$ cat config.mk
export PLATFORM = sky130hd
export DESIGN_NAME = muldiv_seq_unit
export DESIGN_NICKNAME = d
export VERILOG_FILES = /design/src/rtl/muldiv_seq_unit.sv
export SDC_FILE = /design/constraint.sdc
export NUM_CORES = 1
export LEC_CHECK = 0
export ABC_AREA = 1
export CAP_MARGIN = 20
export CORE_UTILIZATION = 45
export CTS_CLUSTER_SIZE = 16
export DETAILED_ROUTE_END_ITERATION = 12
export DONT_BUFFER_PORTS = 1
export PLACE_DENSITY = 0.6
export SETUP_SLACK_MARGIN = 0.4
export SLEW_MARGIN = 20
export SYNTH_ARGS = -nofsm -noshare
export SYNTH_HDL_FRONTEND = slang
export SYNTH_SLANG_ARGS = --single-unit
$ cat constraint.sdc
create_clock -name clock -period 6.55 [get_ports clock]
set_input_delay 0 -clock clock [delete_from_list [all_inputs] [get_ports clock]]
set_output_delay 0 -clock clock [all_outputs]
set_load 0.05 [all_outputs]
$ cat src/rtl/muldiv_seq_unit.sv
// Sequential WIDTH-generic multiply/divide unit (MULT, MULTU, DIV, DIVU) with a start/busy/done handshake.
// Optional: define MULDIV_EARLY_TERM_EN to let multiplies finish once the remaining multiplier is zero.
module muldiv_seq_unit #(
  parameter int WIDTH = 32,
  parameter int CNT_W = $clog2(WIDTH + 1)
) (
  input  logic             clock,
  input  logic             reset,
  input  logic             start,
  input  logic [1:0]       op,
  input  logic [WIDTH-1:0] a,
  input  logic [WIDTH-1:0] b,
  output logic             busy,
  output logic             done,
  output logic             div_zero,
  output logic [WIDTH-1:0] hi,
  output logic [WIDTH-1:0] lo
);

  typedef enum logic [1:0] {IDLE, CALC, FIX} state_t;

  state_t               state_reg;
  logic                 is_div_reg;
  logic                 neg_lo_reg;
  logic                 neg_hi_reg;
  logic [2*WIDTH-1:0]   opnd_reg;    // shifted multiplicand, or divisor in the low half
  logic [2*WIDTH-1:0]   acc_reg;     // product, or {remainder, dividend/quotient}
  logic [WIDTH-1:0]     mplier_reg;
  logic [CNT_W-1:0]     cnt_reg;

  logic                 signed_op;
  logic                 a_neg;
  logic                 b_neg;
  logic [WIDTH-1:0]     a_mag;
  logic [WIDTH-1:0]     b_mag;
  logic                 b_zero;
  logic [2*WIDTH-1:0]   mul_sum;
  logic [WIDTH-1:0]     mplier_next;
  logic [WIDTH:0]       rem_shift;
  logic [WIDTH-1:0]     rem_sub;
  logic                 div_ge;
  logic [2*WIDTH-1:0]   div_next;
  logic                 last_iter;
  logic                 calc_exit;
  logic [2*WIDTH-1:0]   prod_fix;
  logic [WIDTH-1:0]     fix_hi;
  logic [WIDTH-1:0]     fix_lo;

  always_comb begin
    signed_op   = ~op[0];
    a_neg       = signed_op & a[WIDTH-1];
    b_neg       = signed_op & b[WIDTH-1];
    a_mag       = a_neg ? -a : a;
    b_mag       = b_neg ? -b : b;
    b_zero      = (b == '0);

    // Multiplicand is shifted left instead of shifting the accumulator right,
    // so stopping early never leaves the product misaligned.
    mul_sum     = acc_reg + (mplier_reg[0] ? opnd_reg : '0);
    mplier_next = mplier_reg >> 1;

    rem_shift   = acc_reg[2*WIDTH-1:WIDTH-1];
    div_ge      = rem_shift >= {1'b0, opnd_reg[WIDTH-1:0]};
    rem_sub     = rem_shift[WIDTH-1:0] - opnd_reg[WIDTH-1:0];
    div_next    = {(div_ge ? rem_sub : rem_shift[WIDTH-1:0]), acc_reg[WIDTH-2:0], div_ge};

    last_iter   = (cnt_reg == CNT_W'(WIDTH - 1));
`ifdef MULDIV_EARLY_TERM_EN
    calc_exit   = last_iter | (!is_div_reg && (mplier_next == '0));
`else
    calc_exit   = last_iter;
`endif

    prod_fix    = neg_lo_reg ? -acc_reg : acc_reg;
    fix_hi      = prod_fix[2*WIDTH-1:WIDTH];
    fix_lo      = prod_fix[WIDTH-1:0];
    if (is_div_reg) begin
      fix_lo = neg_lo_reg ? -acc_reg[WIDTH-1:0] : acc_reg[WIDTH-1:0];
      fix_hi = neg_hi_reg ? -acc_reg[2*WIDTH-1:WIDTH] : acc_reg[2*WIDTH-1:WIDTH];
    end
  end

  always_ff @(posedge clock) begin
    if (reset) begin
      state_reg  <= IDLE;
      is_div_reg <= 1'b0;
      neg_lo_reg <= 1'b0;
      neg_hi_reg <= 1'b0;
      opnd_reg   <= '0;
      acc_reg    <= '0;
      mplier_reg <= '0;
      cnt_reg    <= '0;
      busy       <= 1'b0;
      done       <= 1'b0;
      div_zero   <= 1'b0;
      hi         <= '0;
      lo         <= '0;
    end else begin
      done <= 1'b0;
      case (state_reg)
        IDLE: begin
          if (start) begin
            is_div_reg <= op[1];
            cnt_reg    <= '0;
            div_zero   <= 1'b0;
            busy       <= 1'b1;
            neg_lo_reg <= a_neg ^ b_neg;
            neg_hi_reg <= op[1] & a_neg;
            state_reg  <= CALC;
            if (op[1]) begin
              opnd_reg <= {{WIDTH{1'b0}}, b_mag};
              acc_reg  <= {{WIDTH{1'b0}}, a_mag};
              if (b_zero) begin
                // Preload the divide-by-zero answer; FIX passes it through uncorrected.
                acc_reg    <= {a, {WIDTH{1'b1}}};
                neg_lo_reg <= 1'b0;
                neg_hi_reg <= 1'b0;
                div_zero   <= 1'b1;
                state_reg  <= FIX;
              end
            end else begin
              opnd_reg   <= {{WIDTH{1'b0}}, a_mag};
              mplier_reg <= b_mag;
              acc_reg    <= '0;
            end
          end
        end
        CALC: begin
          cnt_reg <= cnt_reg + CNT_W'(1);
          if (is_div_reg) begin
            acc_reg <= div_next;
          end else begin
            acc_reg    <= mul_sum;
            opnd_reg   <= opnd_reg << 1;
            mplier_reg <= mplier_next;
          end
          if (calc_exit) state_reg <= FIX;
        end
        FIX: begin
          hi        <= fix_hi;
          lo        <= fix_lo;
          done      <= 1'b1;
          busy      <= 1'b0;
          state_reg <= IDLE;
        end
        default: state_reg <= IDLE;
      endcase
    end
  end

endmodule
==> impl_metrics.toml, run 1 <==
[finish]
syn_to_final_growth_pct = 10.0
fillCellCount = 5803
drive_above_1_share_pct = 3.59
fin_nets = 4525
final_common_cell = "nand2_1"
layout.cells.non_filler = 5065
final_cell_mix = "1387 x nand2_1, 728 x inv_1, 425 x nor2_1, 335 x nand3_1, 326 x a21oi_1"

[clock_network]
htreeDepth = 1
ctsResizeCount = 0
cts_setup_buffers = 0
cts.sinks = 238
clkLatencyLatePin_ps = 640
ctsRootBufferMaster = "clkbuf_16"
cts.clk_slew.worst_paths_ps = 60
clock_path_buffers = 3
cts_inserted_buffers = 30
cts_tree = "yes"
cts_hold_buffers = 107

[grt]
grt_usage_pct = 39.0
grt_remaining_overflow = 0
grt_pass1_wl_microns = 158000
first_global_vias = 25200
grt_antenna_before_repair = 4
grt_max_degree = 132

[synthesis]
synth_top_area_cell = "nand2_1"
syn_inst = 4338
synth_edf_count = 0
synth_nets = 4509
ys.flop_type = "dfxtp_1"
syn_area_sq_um = 24000
ys_warn_count = 0
yosys-top-cells-area = "nand2_1 22%, dfxtp_1 20%, inv_1 11%, nand3_1 7.0%, a21oi_1 6.8%"
syn_avg_cell_area_sq_um = 5.53
postSynth.asyncResetShare_pct = 0
ys_types = 58
synth_top_area_share_pct = 21.7
ys_seq_area_share_pct = 19.8
yosys_register_bits = 238

[floorplanning]
die_area_sq_um = 54300
core_sq_um = 52700
start_util_pct = 45.6
io_pins = 136
dieWidth_microns = 233
rows = 84
die_h_microns = 233

[sta]
max_slew_margin_pct = 21.7
min_period_over_period_pct = 59.0
finalSetupTns_ps = 0
max_freq_ghz = 0.259
period_needed_ps = 3870
clock_skew_ps = 40.3
final_max_slew_viol_count = 0
setup-violations-final = 0
hold_viol = 0
worst_slew_pin_slew_ps = 1160
rsz0062_at_grt = "no"

[setup_path]
crit_arrival_ps = 4390
r2r-start = "state_reg[1]"
crit_start = "state_reg[1]"
r2r_slack_ps = 2680
critPathMaxFanout = 69
crit_required_ps = 7070
cp-end-kind = "flip-flop"
worstSetupStartpointType = "flip-flop"
path_class = "reg2reg"

[placement]
dp_hpwl_microns = 83500
post-place-cells = 4903
gp_congestion = 1.08
portBuffers = 0

[detailed_routing]
dr.pass1.iters = 6
vias = 28000
wl_per_cell_microns = 21.1
dr_wl_met2_microns = 43400
drt_iter0_drc = 3631
drc = 0
met3_length_microns = 10400
top_layer = "met5"
vias_per_cell = 5.54
antenna_left = 0
wl_met1_microns = 47000
drt-total-wl_microns = 107000

[hold_path]
hp-start = "a[13]"
min_path_type = "in2reg"

[power_and_ir_drop]
ir_worst_vdd_v = 0.000217
totalPowerFinal_mw = 5.75
power_density_nw_per_um2 = 218
total_leakage_power_nw = 14.0

[job]
maxCapViolCount = 0

[run_status]
status = "completed"
-- Yosys cell counts (3+ instances only) --
library cell  count
nor3_1           44
a221oi_1          6
nor3_2            5
nand2_1        1387
o211ai_1         33
o2111ai_1         3
xor2_1          107
and2_1            3
nor2_8            3
nor2_2           25
or2_2             6
nand2_4           3
buf_4             3
nor2_4            9
nand4_1          42
clkbuf_8          4
nand3_1         335
buf_2            42
dfxtp_1         238
o21bai_1         16
inv_1           728
xnor2_1          21
o221ai_1          5
o21ai_0         194
ha_1            100
buf_6             6
o21ai_1          27
clkinv_1          6
o22ai_1           3
nand3_2           5
buf_1            12
clkbuf_1         71
inv_2            14
nand2_2           7
a31oi_1          16
a21oi_1         326
a22oi_1           3
nand4_4           3
nand3b_1         24
nor2_1          426
nor4_1            5
-- per-layer routing --
layer	up-vias	global-route usage, %
met2	1470	57.1
met5	-	0
met3	240	5.44
li1	13700	-
met4	6	20.0
met1	12700	55.1
-- power by group --
group	leakage, nW	switching (mW)	internal (mW)	total [mW]
sequential	1.95	0.253	1.56	1.81
clock	0.491	0.745	0.999	1.74
combinational	11.6	1.53	0.657	2.19
-- path summary, 6_finish.rpt --
path | end | cells past startpoint
min | opnd_reg[15] | 8
min reg2reg | cnt_reg[5] | 1
max reg2reg | opnd_reg[26] | 12
max | opnd_reg[26] | 12
-- critical path, stage by stage (launching register included) --
cell and delay [ps]:
dfxtp_1 510, nor2_8 70, inv_2 650, nor2_4 230
nor2_4 130, buf_4 660, a21oi_1 80, o21ai_0 110
inv_1 50, o21ai_0 50, dlygate4sd3_1 560, a21oi_1 60
dlygate4sd3_1 580
-- cell type report --
cell class	instances	area, sq um	share of cell area, %
antenna	1	2.50	0.00947
clock buffer	43	870	3.29
clock inverter	11	139	0.526
inverter	748	2810	10.6
multi-input combinational	3212	15700	59.6
sequential	238	4770	18.1
tap	688	861	3.26
timing repair buffer	124	1220	4.60
-- per-stage QoR --
step	area, sq um	hold WS, ps	util, %	setup WS, ps
after floorplan	24000	155	-	4090
after global placement	24300	111	46.2	2860
after detailed placement	24300	113	46.2	2820
after CTS	26400	2.84	50.2	2720
after global routing	26400	80.4	50.2	2470
final	26400	18.4	50.2	2680
-- kinds of logic after synthesis --
group	after synthesis	synth area share, %
AND/OR/NAND/NOR	2338	41.1
flip-flops	238	19.8
XOR/XNOR	128	4.67
buffers and inverters	888	14.6
AO/OA/AOI/OAI	644	14.5
adder cells (fa/ha/maj)	102	5.38
(Power assumes the default switching activity.)
==> run 2, diff against run 1 <==
- clock period: 6.55 -> 3.85 ns (I/O delays scaled with it)
==> impl_metrics.toml, run 2 (synthesis results as in run 1) <==
[clock_network]
cts_inserted_buffers = 30
cts.clk_slew.worst_paths_ps = 60
cts.sinks = 238
ctsRootBufferMaster = "clkbuf_16"
htreeDepth = 1
clock_path_buffers = 3
cts_tree = "yes"
clkLatencyLatePin_ps = 630

[run_status]
status = "completed"

[placement]
portBuffers = 0
gp_congestion = 1.06
dp_hpwl_microns = 88600
post-place-cells = 4945

[detailed_routing]
vias_per_cell = 5.56
vias = 28300
drt_iter0_drc = 3208
drc = 0
drt-total-wl_microns = 111000
wl_per_cell_microns = 21.8
dr.pass1.iters = 6
antenna_left = 0

[finish]
fillCellCount = 5791
multi_input_comb_area_sq_um = 15700
drive_above_1_share_pct = 4.56
fin_nets = 4557
final_common_cell = "nand2_1"
final_cell_mix = "1387 x nand2_1, 728 x inv_1, 425 x nor2_1, 335 x nand3_1, 326 x a21oi_1"
layout.cells.non_filler = 5099
seq_area_sq_um = 4770
syn_to_final_growth_pct = 11.7

[setup_path]
crit_required_ps = 4430
worstSetupStartpointType = "input pin"
crit_start = "b[4]"
critPathMaxFanout = 15
crit_arrival_ps = 3900
r2r-start = "opnd_reg[0]"
rr_worst_depth = 16
path_class = "in2reg"
cp-end-kind = "flip-flop"

[hold_path]
hp-start = "b[10]"
holdPathStages = 6
min_path_type = "in2reg"

[grt]
grt_usage_pct = 40.2
grt_pass1_wl_microns = 162000
grt_max_degree = 132
first_global_vias = 25800
grt_antenna_before_repair = 2
grt_remaining_overflow = 0

[power_and_ir_drop]
power_density_nw_per_um2 = 385
power.switching_mw = 4.43
seqPwrFrac_pct = 29.1
p_sw_share_pct = 42.9
pwr-share-clk_pct = 32.4
internal-power_mw = 5.89
power_frac_comb_pct = 38.5
total_leakage_power_nw = 14.3
ir_worst_vdd_v = 0.000428

[sta]
worst_slew_pin_slew_ps = 1010
clock_skew_ps = 13.8
rsz0062_at_grt = "no"
finalSetupTns_ps = 0
setup-violations-final = 0
whs_ps = 10.7
period_needed_ps = 3320
min_period_over_period_pct = 86.2
final_max_slew_viol_count = 0
max_freq_ghz = 0.301
hold_viol = 0
max_slew_margin_pct = 31.7

[floorplanning]
io_pins = 136
start_util_pct = 45.6
core_sq_um = 52700
die_h_microns = 233
die_area_sq_um = 54300
dieWidth_microns = 233
rows = 84

[job]
maxCapViolCount = 0
run 2: power groups by stage:
stage	registers (mW)	logic (mW)	clock network (mW)
after global placement	3.05	3.71	0
after CTS	2.99	3.82	3.36
after floorplan	2.95	2.56	0
after detailed placement	3.05	3.66	0
after global routing	3.01	4.29	3.45
final	3.00	3.97	3.34
run 2: critical path, stage by stage:
cell,delay [ps]
dlygate4sd3_1,580
nor2_2,90
dlygate4sd3_1,590
nand2_2,90
nor2_4,150
nand4_4,90
dlygate4sd3_1,600
nor2_4,140
nand4_4,180
nor2_4,220
nand2_4,190
nand2_4,230
o21ai_0,420
nand3_1,200
nand2_1,70
inv_1,50
run 2: final timing paths:
path | end | slack [ps]
hold reg to reg | mplier_reg[16] | 460
setup / recovery | acc_reg[39] | 530
hold / removal | mplier_reg[20] | 10
setup reg to reg | acc_reg[56] | 570
run 2: timing repair:
item	4_1_cts	5_1_grt
endpoints found under the setup margin	1	3
hold buffers	96	0
buffers inserted	0	1
pin swaps	0	0
gates resized for setup	1	0
endpoints found under the hold margin	189	0
run 2: routing by layer:
metal | GRT usage, % | up-vias | share of wire [%]
met2 | 60.6 | 1490 | 41
li1 | - | 13700 | -
met5 | 0 | - | 0.018
met3 | 6.99 | 249 | 10
met1 | 54.3 | 12900 | 43
met4 | 21.2 | 2 | 6.1
run 2: layout make-up:
class / instances / area share, %
Clock buffer: 42 / 3.15
Antenna cell: 1 / 0.00933
Tap cell: 688 / 3.21
Clock inverter: 14 / 1.13
Sequential cell: 238 / 17.8
Inverter: 748 / 10.5
Multi-Input combinational cell: 3212 / 58.7
Timing Repair Buffer: 156 / 5.51
run 2: metrics by stage:
stage	utilization (%)	cell area (sq um)	setup slack, ps	total power, mW
5_1_grt	50.9	26800	425	10.8
6_report	50.9	26800	529	10.3
2_1_floorplan	-	24000	1390	5.51
4_1_cts	50.9	26800	622	10.2
3_5_place_dp	46.8	24700	405	6.71
3_3_place_gp	46.8	24700	394	6.75
